<file path="src/rtl/weight_init_ctrl_if.sv">
// Host/RAM-side bus of weight_init_ctrl: external access, RAM port and status.
// slave = controller view, master = host + RAM view.
interface weight_init_ctrl_if #(
    parameter int AW = 7,
    parameter int DW = 10
);
    logic          Start;
    logic [AW-1:0] ExtAddr;
    logic [DW-1:0] ExtD;
    logic          ExtWE;
    logic [DW-1:0] RamQ;
    logic [AW-1:0] RamAddr;
    logic [DW-1:0] RamD;
    logic          RamWE;
    logic          Busy;
    logic          Done;
    logic          Err;

    modport slave (
        input  Start, ExtAddr, ExtD, ExtWE, RamQ,
        output RamAddr, RamD, RamWE, Busy, Done, Err
    );
    modport master (
        output Start, ExtAddr, ExtD, ExtWE, RamQ,
        input  RamAddr, RamD, RamWE, Busy, Done, Err
    );
endinterface

</file>
<file path="src/rtl/weight_init_ctrl.sv">
// Weight RAM initialiser: fills DEPTH words from a reseeded 10-bit LFSR, else passes host accesses through.
// Optional `WINIT_READBACK_CHECK_EN adds a readback pass that sets sticky Err on any mismatch.
module weight_init_ctrl #(
    parameter int         DEPTH = 65,
    parameter int         AW    = 7,
    parameter int         DW    = 10,
    parameter logic [9:0] SEED  = 10'h1A5,
    parameter int         SHIFT = 3
) (
    input  logic              Clock,
    input  logic              Rst,
    weight_init_ctrl_if.slave bus
);
    // An all-zero seed would lock the LFSR.
    localparam logic [9:0]    SEED_EFF = (SEED == 10'h000) ? 10'h001 : SEED;
    localparam logic [AW-1:0] LAST     = AW'(DEPTH - 1);

`ifdef WINIT_READBACK_CHECK_EN
    typedef enum logic [1:0] {IDLE, FILL, CHECK, DONE} state_t;
`else
    typedef enum logic [1:0] {IDLE, FILL, DONE} state_t;
`endif

    state_t            state, state_nx;
    logic [AW-1:0]     idx, idx_nx;
    logic [9:0]        lfsr, lfsr_nx, lfsr_step;
    logic signed [9:0] lfsr_sh;
    logic [DW-1:0]     weight;
    logic [AW-1:0]     ram_addr, ram_addr_nx;
    logic [DW-1:0]     ram_d, ram_d_nx;
    logic              ram_we, ram_we_nx;
    logic              busy, done, done_nx;

    assign lfsr_step = {lfsr[8:0], lfsr[9] ^ lfsr[6]};
    assign lfsr_sh   = $signed(lfsr) >>> SHIFT;
    assign weight    = DW'(lfsr_sh);

`ifdef WINIT_READBACK_CHECK_EN
    // Expected word rides two stages: address register, then RAM read latency.
    logic [1:0]         vld_pipe, last_pipe;
    logic [1:0][DW-1:0] exp_pipe;
    logic               issue, err;
    assign issue = (state == CHECK) && !(|last_pipe);
`endif

    always_comb begin
        state_nx    = state;
        idx_nx      = idx;
        lfsr_nx     = lfsr;
        ram_addr_nx = ram_addr;
        ram_d_nx    = ram_d;
        ram_we_nx   = 1'b0;
        done_nx     = 1'b0;
        unique case (state)
            IDLE: begin
                if (bus.Start) begin
                    state_nx = FILL;
                    idx_nx   = '0;
                    lfsr_nx  = SEED_EFF;
                end else begin
                    ram_addr_nx = bus.ExtAddr;
                    ram_d_nx    = bus.ExtD;
                    ram_we_nx   = bus.ExtWE;
                end
            end
            FILL: begin
                ram_we_nx   = 1'b1;
                ram_addr_nx = idx;
                ram_d_nx    = weight;
                lfsr_nx     = lfsr_step;
                if (idx == LAST) begin
`ifdef WINIT_READBACK_CHECK_EN
                    state_nx = CHECK;
                    idx_nx   = '0;
                    lfsr_nx  = SEED_EFF;
`else
                    state_nx = DONE;
`endif
                end else begin
                    idx_nx = idx + AW'(1);
                end
            end
`ifdef WINIT_READBACK_CHECK_EN
            CHECK: begin
                if (issue) begin
                    ram_addr_nx = idx;
                    lfsr_nx     = lfsr_step;
                    if (idx != LAST) idx_nx = idx + AW'(1);
                end
                if (last_pipe[1]) state_nx = DONE;
            end
`endif
            DONE: begin
                done_nx  = 1'b1;
                idx_nx   = '0;
                state_nx = IDLE;
            end
            default: state_nx = IDLE;
        endcase
    end

    always_ff @(posedge Clock or negedge Rst) begin
        if (!Rst) begin
            state    <= IDLE;
            idx      <= '0;
            lfsr     <= SEED_EFF;
            ram_addr <= '0;
            ram_d    <= '0;
            ram_we   <= 1'b0;
            busy     <= 1'b0;
            done     <= 1'b0;
        end else begin
            state    <= state_nx;
            idx      <= idx_nx;
            lfsr     <= lfsr_nx;
            ram_addr <= ram_addr_nx;
            ram_d    <= ram_d_nx;
            ram_we   <= ram_we_nx;
            busy     <= (state_nx != IDLE);
            done     <= done_nx;
        end
    end

`ifdef WINIT_READBACK_CHECK_EN
    always_ff @(posedge Clock or negedge Rst) begin
        if (!Rst) begin
            vld_pipe  <= '0;
            last_pipe <= '0;
            exp_pipe  <= '0;
            err       <= 1'b0;
        end else begin
            vld_pipe  <= {vld_pipe[0], issue};
            last_pipe <= {last_pipe[0], issue && (idx == LAST)};
            exp_pipe  <= {exp_pipe[0], weight};
            if (state == IDLE && bus.Start)
                err <= 1'b0;
            else if (vld_pipe[1] && (bus.RamQ != exp_pipe[1]))
                err <= 1'b1;
        end
    end
    assign bus.Err = err;
`else
    logic unused_ramq;
    assign unused_ramq = ^bus.RamQ;
    assign bus.Err     = 1'b0;
`endif

    assign bus.RamAddr = ram_addr;
    assign bus.RamD    = ram_d;
    assign bus.RamWE   = ram_we;
    assign bus.Busy    = busy;
    assign bus.Done    = done;
endmodule

</file>
<file path="src/flat_wrapper.sv">
// flat-port wrapper written by rule: the top's interface ports become plain ports
module weight_init_ctrl_flat 
#(
    parameter int         DEPTH = 65,
    parameter int         AW    = 7,
    parameter int         DW    = 10,
    parameter logic [9:0] SEED  = 10'h1A5,
    parameter int         SHIFT = 3
)
  (Clock, Rst, bus_Start, bus_ExtAddr, bus_ExtD, bus_ExtWE, bus_RamQ, bus_RamAddr, bus_RamD, bus_RamWE, bus_Busy, bus_Done, bus_Err);
  weight_init_ctrl_if #(.AW(AW), .DW(DW)) bus_i ();
  input  logic Clock;
  input  logic Rst;
  input wire logic [$bits(bus_i.Start)-1:0] bus_Start;
  input wire logic [$bits(bus_i.ExtAddr)-1:0] bus_ExtAddr;
  input wire logic [$bits(bus_i.ExtD)-1:0] bus_ExtD;
  input wire logic [$bits(bus_i.ExtWE)-1:0] bus_ExtWE;
  input wire logic [$bits(bus_i.RamQ)-1:0] bus_RamQ;
  output wire logic [$bits(bus_i.RamAddr)-1:0] bus_RamAddr;
  output wire logic [$bits(bus_i.RamD)-1:0] bus_RamD;
  output wire logic [$bits(bus_i.RamWE)-1:0] bus_RamWE;
  output wire logic [$bits(bus_i.Busy)-1:0] bus_Busy;
  output wire logic [$bits(bus_i.Done)-1:0] bus_Done;
  output wire logic [$bits(bus_i.Err)-1:0] bus_Err;
  assign bus_i.Start = bus_Start;
  assign bus_i.ExtAddr = bus_ExtAddr;
  assign bus_i.ExtD = bus_ExtD;
  assign bus_i.ExtWE = bus_ExtWE;
  assign bus_i.RamQ = bus_RamQ;
  assign bus_RamAddr = bus_i.RamAddr;
  assign bus_RamD = bus_i.RamD;
  assign bus_RamWE = bus_i.RamWE;
  assign bus_Busy = bus_i.Busy;
  assign bus_Done = bus_i.Done;
  assign bus_Err = bus_i.Err;
  weight_init_ctrl #(.DEPTH(DEPTH), .AW(AW), .DW(DW), .SEED(SEED), .SHIFT(SHIFT)) u_core (.Clock(Clock), .Rst(Rst), .bus(bus_i));
endmodule
</file>
<file path="config.mk">
export PLATFORM = sky130hd
export DESIGN_NAME = weight_init_ctrl_flat
export DESIGN_NICKNAME = d
export VERILOG_FILES = /design/src/rtl/weight_init_ctrl_if.sv /design/src/rtl/weight_init_ctrl.sv /design/src/flat_wrapper.sv
export SDC_FILE = /design/constraint.sdc
export NUM_CORES = 1
export LEC_CHECK = 0
export BUFFER_PORTS_ARGS = -buffer_cell sky130_fd_sc_hd__buf_4
export CORE_MARGIN = 2
export CORE_UTILIZATION = 50
export DETAILED_ROUTE_END_ITERATION = 12
export PLACE_DENSITY = 0.81
export SYNTH_ARGS = -nofsm -noshare
export SYNTH_HDL_FRONTEND = slang
export SYNTH_SLANG_ARGS = --single-unit
</file>
<file path="constraint.sdc">
create_clock -name Clock -period 1.5 [get_ports Clock]
set_clock_uncertainty 0.05 [all_clocks]
set_input_delay 0.3 -clock Clock [delete_from_list [all_inputs] [get_ports Clock]]
set_output_delay 0.3 -clock Clock [all_outputs]
set_load 0.01 [all_outputs]
</file>
==> results of run 1 <==
## power by group
part / internal (W) / leakage [nW] / total, W / switching (W)
registers: 0.00158 / 0.457 / 0.00198 / 0.000395
clock network: 0.000520 / 0.0525 / 0.000856 / 0.000336
logic: 0.00101 / 0.550 / 0.00189 / 0.000881
## cell type report
class                           count  area (um^2)
Clock buffer                        6         41.3
Clock inverter                      2         60.1
Fill cell                         289         1060
Inverter                            5         22.5
Multi-Input combinational cell    117          758
Sequential cell                    39          985
Tap cell                           46         57.6
Timing Repair Buffer               57          430
## logic make-up after synthesis
| family | count (synthesis) |
|---|---|
| compound gates | 53 |
| xor+xnor | 1 |
| fa+ha+maj | 2 |
| buf+inv | 20 |
| flops | 39 |
| mux | 7 |
| other cells | 1 |
| simple gates | 53 |
## sequential cells by signal, indices dropped and copies added, names as in the netlist
name	cells
u_core.bus.Busy	1
u_core.bus.Done	1
u_core.bus.RamAddr	7
u_core.bus.RamD	10
u_core.bus.RamWE	1
u_core.idx	7
u_core.lfsr	10
u_core.state	2
## path summary, 6_finish.rpt
kind,start,end,slack [ns],cells after the start
hold / removal,bus_ExtWE,u_core.bus.RamWE,0.14,3
setup reg to reg,u_core.idx[0],u_core.idx[1],0.08,5
min in group asynchronous,Rst,u_core.bus.RamD[3],0.39,2
hold reg to reg,u_core.bus.RamD[6],u_core.bus.RamD[6],0.44,2
max in group asynchronous,Rst,u_core.state[0],0.65,2
setup / recovery,u_core.idx[0],u_core.idx[1],0.08,5
## what timing repair did
action                                 in CTS  in global routing
endpoints found under the hold margin      34                  0
setup endpoints to repair                   0                  9
resized for setup                           0                  7
hold buffers                                1                  0
setup buffers                               0                  1
## per-stage QoR
step                utilization, %  setup TNS, ns
floorplan                        -              0
global placement              64.4              0
detailed placement            64.4              0
CTS                           67.7              0
global route                  68.9       -0.00718
finish                        68.9              0
## per-layer routing
layer	part of all wire, %	vias to the layer above
met1	43	726
met2	50	47
met5	0	-
met4	1.3	0
met3	5.8	5
li1	-	725
## cells in the final DEF, fill, tap and decap left out, types with 3 or more instances in the layout
master | netlist | final
a21oi_1 | 9 | 9
a22o_1 | 5 | 5
a22oi_1 | 5 | 5
buf_4 | 5 | 56
clkbuf_4 | 0 | 5
dfrtp_1 | 34 | 32
dfstp_2 | 5 | 5
inv_1 | 3 | 3
mux2i_1 | 7 | 7
nand2_1 | 14 | 14
nand3_1 | 8 | 7
nor2_1 | 12 | 12
nor2b_1 | 3 | 3
nor3_1 | 4 | 4
o211ai_1 | 3 | 3
o21ai_0 | 17 | 17
o22a_1 | 3 | 3
## worst min-delay path, stage by stage
cell	delay, ns
buf_4	0.08
a21oi_1	0.05
nor2_1	0.07
==> impl_metrics.py, run 1 <==
metrics = {
    "status": {
        "status": "completed",
    },
    "routing": {
        "first_pass_iters": 4,
        "wl_per_cell_um": 14.1,
        "routed_wl_um": 3830,
        "final_antenna_net_count": 0,
        "routed_via_density": 5.53,
        "vias": 1503,
        "drt_iter0_drc": 66,
        "drc": 0,
    },
    "critical_path": {
        "critPathArrivalTime_ns": 1.63,
        "cp-start-kind": "flop",
        "crit_buf_inv": 1,
        "slowest_delay_ns": 0.46,
        "slowest_stage": "dfrtp_1",
        "critPathRequiredTime_ns": 1.70,
        "path_max_fanout": 6,
        "crit_chain": "inv_1 > ha_1 > and3_4 > o32a_2 > o32ai_2",
        "cp_top_family": "flip-flops",
        "cp-end-kind": "flop",
        "crit_type": "reg -> reg",
    },
    "pwr": {
        "p_leak_nw": 1.06,
        "ir_drop_mv": 1.15,
        "p_total_w": 0.00473,
        "power_density_nw_per_um2": 2010,
    },
    "final_layout": {
        "diodes": 0,
        "postLayoutCellArea_um2": 2350,
        "synthToLayoutAreaGrowth_pct": 28.7,
        "final_nets": 258,
        "drive_gt1_share_pct": 35.4,
        "stdcell_count": 272,
    },
    "job": {
        "maxCapViolations": 0,
    },
    "floorplanning": {
        "initial_core_util_pct": 53.6,
        "fp.dieH_um": 64.5,
        "io_pins": 52,
        "coreArea_um2": 3420,
        "rows": 21,
        "fp.dieArea_um2": 4160,
        "die_w_um": 64.5,
    },
    "global_route": {
        "gr-total-overflow": 0,
        "grt_first_pass_wirelength_um": 6730,
        "grtUsageTotal_pct": 20.9,
        "grt_start_max_net_pins": 40,
        "grt_busiest_layer": "met2",
        "antenna_found_initial": 0,
        "gr-usage-met3_pct": 5.56,
        "grtUsageMet2_pct": 35.8,
        "grt_pass1_vias": 1496,
        "met1_usage_pct": 26.0,
    },
    "clock_network": {
        "cts_max_path_buffers": 2,
        "clk_root_buffer_cell": "clkbuf_4",
        "clock_latency_ns": 0.34,
        "cts_buffers": 5,
        "cts_sinks": 39,
        "clkTransAtPathRegs_ns": 0.11,
        "cts_max_level": 2,
        "cts_tree": "done",
    },
    "synthesis": {
        "synth_top_family_by_area": "compound AO/OA/AOI/OAI gates",
        "yosys.area_share.simple_pct": 14.6,
        "yosys.area.top_type_share_pct": 46.5,
        "ys_top_cells_by_area": "dfrtp_1 47%, dfstp_2 7.2%, o21ai_0 4.7%",
        "yosysTopAreaCell": "dfrtp_1",
        "ys_async_sr_fraction_pct": 100,
        "synth-seq-area-share_pct": 53.7,
        "yosysWarnings": 0,
        "synth.most_common_cell": "dfrtp_1",
        "synth_cell_type_count": 43,
        "synthXorXnorAreaFrac_pct": 0.479,
        "synth_top_flop_cell": "dfrtp_1",
        "postSynthAreaPerCell_um2": 10.4,
        "syn_area_um2": 1830,
        "synth_compound_area_share_pct": 19.2,
        "syn_inst": 176,
        "yosys.area_share.adder_pct": 1.37,
        "synth_edf_count": 0,
        "synth_nets": 209,
        "synth_seq_cells": 39,
        "synth.area.mux_share_pct": 3.83,
        "synthTopCellsByCount": "34 x dfrtp_1, 17 x o21ai_0, 14 x nand2_1",
    },
    "sta": {
        "final.period_utilization_pct": 94.9,
        "fin_hold_ws_ns": 0.142,
        "max_freq_ghz": 0.702,
        "drv_slew": 0,
        "fin_ws_ns": 0.0762,
        "setup_viol": 0,
        "post-route-min-period_ns": 1.42,
        "hold_violations": 0,
    },
    "placement": {
        "numPortBuffers": 40,
        "placed_cells": 262,
        "pre_cts_ws_ns": 0.0492,
        "placed_area_um2": 2200,
        "hpwl_um": 2820,
        "gp_congestion": 0.792,
    },
    "min_path": {
        "hold_class": "in -> reg",
    },
}
(Power assumes the default switching activity.)
==> inputs of run 2 (changes only) <==
--- a/config.mk
+++ b/config.mk
@@ -9,6 +9,7 @@
 export CORE_MARGIN = 2
 export CORE_UTILIZATION = 50
 export DETAILED_ROUTE_END_ITERATION = 12
+export MAX_ROUTING_LAYER = met4
 export PLACE_DENSITY = 0.81
 export SYNTH_ARGS = -nofsm -noshare
 export SYNTH_HDL_FRONTEND = slang
==> impl_metrics.py, run 2 (synthesis results as in run 1) <==
metrics = {
    "critical_path": {
        "critPathArrivalTime_ns": 1.63,
        "path_max_fanout": 6,
        "ff2ff_path_depth": 5,
        "cp-end-kind": "flop",
        "cp-start-kind": "flop",
        "critPathRequiredTime_ns": 1.71,
        "crit_type": "reg -> reg",
    },
    "final_layout": {
        "multi_input_area_um2": 758,
        "fillCellCount": 289,
        "stdcell_count": 272,
        "mostFrequentLayoutCells": "56 x buf_4, 32 x dfrtp_1, 17 x o21ai_0",
        "ff_latch_area_um2": 985,
        "final_nets": 258,
        "diodes": 0,
        "drive_gt1_share_pct": 35.4,
        "synthToLayoutAreaGrowth_pct": 28.7,
        "fin_util_pct": 68.9,
        "layout_commonest_cell": "buf_4",
    },
    "routing": {
        "first_pass_iters": 4,
        "routed_via_density": 5.56,
        "drc": 0,
        "vias": 1513,
        "routed_wl_um": 3830,
        "final_antenna_net_count": 0,
        "wl_per_cell_um": 14.1,
        "drt_iter0_drc": 77,
    },
    "sta": {
        "fin_hold_ws_ns": 0.137,
        "max_freq_ghz": 0.701,
        "final.period_utilization_pct": 95.1,
        "setup_viol": 0,
        "post-route-min-period_ns": 1.43,
        "hold_violations": 0,
        "drv_slew": 0,
    },
    "global_route": {
        "grt_pass1_vias": 1500,
        "grt_start_max_net_pins": 40,
        "grt_first_pass_wirelength_um": 6730,
        "gr-total-overflow": 0,
        "antenna_found_initial": 0,
        "grtUsageTotal_pct": 21.5,
    },
    "pwr": {
        "p_leak_nw": 1.06,
        "ir_drop_mv": 1.15,
        "power_density_nw_per_um2": 2010,
    },
    "floorplanning": {
        "die_w_um": 64.5,
        "rows": 21,
        "io_pins": 52,
        "fp.dieArea_um2": 4160,
        "initial_core_util_pct": 53.6,
        "fp.dieH_um": 64.5,
        "coreArea_um2": 3420,
    },
    "clock_network": {
        "clkTransAtPathRegs_ns": 0.11,
        "cts_max_path_buffers": 2,
        "cts_max_level": 2,
        "cts_buffers": 5,
        "clk_root_buffer_cell": "clkbuf_4",
        "cts_tree": "done",
        "clock_latency_ns": 0.35,
        "cts_sinks": 39,
    },
    "min_path": {
        "hold_class": "in -> reg",
        "min_path_cells": 3,
    },
    "placement": {
        "gp_congestion": 0.803,
        "placed_cells": 262,
        "hpwl_um": 2820,
        "numPortBuffers": 40,
    },
    "job": {
        "maxCapViolations": 0,
    },
    "status": {
        "status": "completed",
    },
}
==> run 2: cell counts in the layout (fill, tap and decap cells not counted) <==
No cell type changed its count.
==> run 2: final cells by class <==
class | instances | share of cell area (%)
Inverter | 5 | 0.956
Tap cell | 46 | 2.44
Timing Repair Buffer | 57 | 18.3
Multi-Input combinational cell | 117 | 32.2
Sequential cell | 39 | 41.8
Clock inverter | 2 | 2.55
Clock buffer | 6 | 1.75
==> run 2: final timing paths <==
| kind | from | end | slack, ns |
|---|---|---|---|
| max reg2reg | u_core.idx[0] | u_core.idx[1] | 0.07 |
| min reg2reg | u_core.bus.RamD[6] | u_core.bus.RamD[6] | 0.44 |
| max in group asynchronous | Rst | u_core.idx[2] | 0.65 |
| min in group asynchronous | Rst | u_core.bus.RamD[3] | 0.39 |
| min | bus_ExtWE | u_core.bus.RamWE | 0.14 |
| max | u_core.idx[0] | u_core.idx[1] | 0.07 |
==> run 2: timing repair <==
item                       4_1_cts  5_1_grt
hold buffers                     1        0
hold endpoints to repair        34        0
setup buffers                    0        1
gates resized for setup          0        7
setup endpoints to repair        0        9
==> run 2: layer usage <==
layer | up-vias | track usage [%] | routed length [um]
li1 | 726 | - | -
met3 | 7 | 5.56 | 221
met2 | 46 | 35.8 | 1900
met5 | - | - | 0
met4 | 0 | 6.38 | 56
met1 | 734 | 26.0 | 1650
==> run 2: where the power goes <==
| part | switching (W) | internal, W |
|---|---|---|
| clock network | 0.000339 | 0.000520 |
| logic | 0.000878 | 0.00101 |
| registers | 0.000394 | 0.00158 |
| total | 0.00161 | 0.00312 |
==> run 2: metrics by stage <==
stage / setup TNS (ns) / setup WS (ns) / power [W] / instance area (um^2)
6_report: 0 / 0.0736 / 0.00473 / 2350
5_1_grt: -0.00718 / -0.00718 / 0.00509 / 2350
4_1_cts: 0 / 0.0226 / 0.00466 / 2310
3_5_place_dp: 0 / 0.0492 / 0.00380 / 2200
3_3_place_gp: 0 / 0.126 / 0.00370 / 2200
2_1_floorplan: 0 / 0.155 / 0.00306 / 1830
==> run 2: critical path, stage by stage (launching register included) <==
cell and delay [ns]:
dfrtp_1 0.46, inv_1 0.10, ha_1 0.23, and3_4 0.17, o32a_2 0.19, o32ai_2 0.13
==> inputs of run 3 (changes only) <==
--- a/config.mk
+++ b/config.mk
@@ -9,7 +9,6 @@
 export CORE_MARGIN = 2
 export CORE_UTILIZATION = 50
 export DETAILED_ROUTE_END_ITERATION = 12
-export MAX_ROUTING_LAYER = met4
 export PLACE_DENSITY = 0.81
 export SYNTH_ARGS = -nofsm -noshare
 export SYNTH_HDL_FRONTEND = slang
==> constraint.sdc (replaced) <==
create_clock -name Clock -period 1.5 [get_ports Clock]
set_clock_uncertainty 0.05 [all_clocks]
set_input_delay 0 -clock Clock [delete_from_list [all_inputs] [get_ports Clock]]
set_output_delay 0 -clock Clock [all_outputs]
set_load 0.01 [all_outputs]
==> impl_metrics.py, run 3 (synthesis results as in run 1) <==
metrics = {
    "final_layout": {
        "fillCellCount": 258,
        "drive_gt1_share_pct": 32.2,
        "synthToLayoutAreaGrowth_pct": 36.0,
        "final_nets": 274,
        "layout_commonest_cell": "buf_4",
        "mostFrequentLayoutCells": "54 x buf_4, 32 x dfrtp_1, 18 x dlygate4sd3_1",
        "ff_latch_area_um2": 985,
        "fin_util_pct": 72.9,
        "diodes": 0,
        "multi_input_area_um2": 737,
    },
    "clock_network": {
        "cts_tree": "done",
        "cts_buffers": 5,
        "cts_max_path_buffers": 2,
        "clk_root_buffer_cell": "clkbuf_4",
        "clock_latency_ns": 0.35,
        "clkTransAtPathRegs_ns": 0.12,
        "cts_max_level": 2,
        "cts_sinks": 39,
    },
    "critical_path": {
        "critPathArrivalTime_ns": 1.65,
        "ff2ff_path_depth": 4,
        "crit_path_end": "u_core.idx[1]",
        "r2r-start": "u_core.idx[2]",
        "startpoint": "u_core.idx[2]",
        "rr_endpoint": "u_core.idx[1]",
        "path_max_fanout": 5,
        "r2r_slack_ns": 0.06,
        "cp-start-kind": "flop",
        "cp-end-kind": "flop",
        "crit_type": "reg -> reg",
        "critPathRequiredTime_ns": 1.70,
    },
    "routing": {
        "drc": 0,
        "first_pass_iters": 4,
        "wl_per_cell_um": 14.7,
        "routed_wl_um": 4230,
        "drt_iter0_drc": 65,
        "vias": 1588,
        "final_antenna_net_count": 0,
        "routed_via_density": 5.51,
    },
    "min_path": {
        "hold_class": "in -> reg",
    },
    "pwr": {
        "p_leak_nw": 1.12,
        "power_density_nw_per_um2": 1850,
        "ir_drop_mv": 1.19,
    },
    "global_route": {
        "grtUsageTotal_pct": 22.3,
        "grt_start_max_net_pins": 40,
        "grt_pass1_vias": 1557,
        "grt_first_pass_wirelength_um": 7020,
        "gr-total-overflow": 0,
        "antenna_found_initial": 0,
    },
    "sta": {
        "hold_violations": 0,
        "final.period_utilization_pct": 96.1,
        "max_freq_ghz": 0.694,
        "drv_slew": 0,
        "setup_viol": 0,
        "post-route-min-period_ns": 1.44,
        "fin_ws_ns": 0.0587,
    },
    "job": {
        "maxCapViolations": 0,
    },
    "floorplanning": {
        "coreArea_um2": 3420,
        "initial_core_util_pct": 53.6,
        "die_w_um": 64.5,
        "io_pins": 52,
        "fp.dieH_um": 64.5,
        "rows": 21,
        "fp.dieArea_um2": 4160,
    },
    "placement": {
        "numPortBuffers": 40,
        "gp_congestion": 0.827,
        "pre_cts_ws_ns": 0.0796,
        "hpwl_um": 2870,
    },
    "status": {
        "status": "completed",
    },
}
-- run 3: report_power, final --
part	leakage, nW	internal, W	switching, W	total, W
Combinational	0.618	0.00104	0.000887	0.00192
Sequential	0.457	0.00158	0.000408	0.00199
Clock	0.0452	0.000351	0.000350	0.000701
-- run 3: worst max-delay path, stage by stage, from the launching register on --
cell	delay (ns)
dfrtp_1	0.48
nor4_4	0.29
and3_2	0.26
nor2_2	0.05
o32ai_1	0.21
-- run 3: how the worst min path moves through the flow --
stage | end | startpoint | cells after the start
CTS | u_core.bus.RamD[2] | bus_ExtD[2] | 3
global route | u_core.bus.RamD[2] | bus_ExtD[2] | 3
floorplan | u_core.bus.Busy | Rst | 0
detailed placement | u_core.bus.RamWE | Rst | 1
global placement | u_core.bus.RamWE | Rst | 1
finish | u_core.bus.RamD[2] | bus_ExtD[2] | 3
-- run 3: routing by layer --
layer  wire length, um  up-vias  track usage, %
met5                 0        -               0
met4                71        0            6.12
met3               224       12            7.12
met2              2220       55            39.8
met1              1710      758            25.6
li1                  -      763               -
-- run 3: layout make-up --
cell class	count	share of cell area [%]
clock inverter	3	1.76
tap	46	2.31
sequential	39	39.6
multi-input combinational	117	29.6
clock buffer	5	1.51
inverter	5	0.905
timing repair buffer	73	24.3
-- run 3: timing repair --
action,4_1_cts,5_1_grt
setup buffers,0,1
resized for setup,0,4
endpoints found under the hold margin,56,0
hold buffers,18,0
setup endpoints to repair,0,7
-- run 3: per-stage QoR --
step	hold slack (ns)	cells	cell area, um^2	total power, W	setup TNS (ns)
floorplan	-0.346	176	1830	0.00306	0
global placement	-0.0627	261	2210	0.00371	0
detailed placement	-0.0559	261	2210	0.00383	0
CTS	0.0134	287	2470	0.00457	0
global route	0.0101	288	2490	0.00497	-0.0384
finish	0.0207	288	2490	0.00461	0
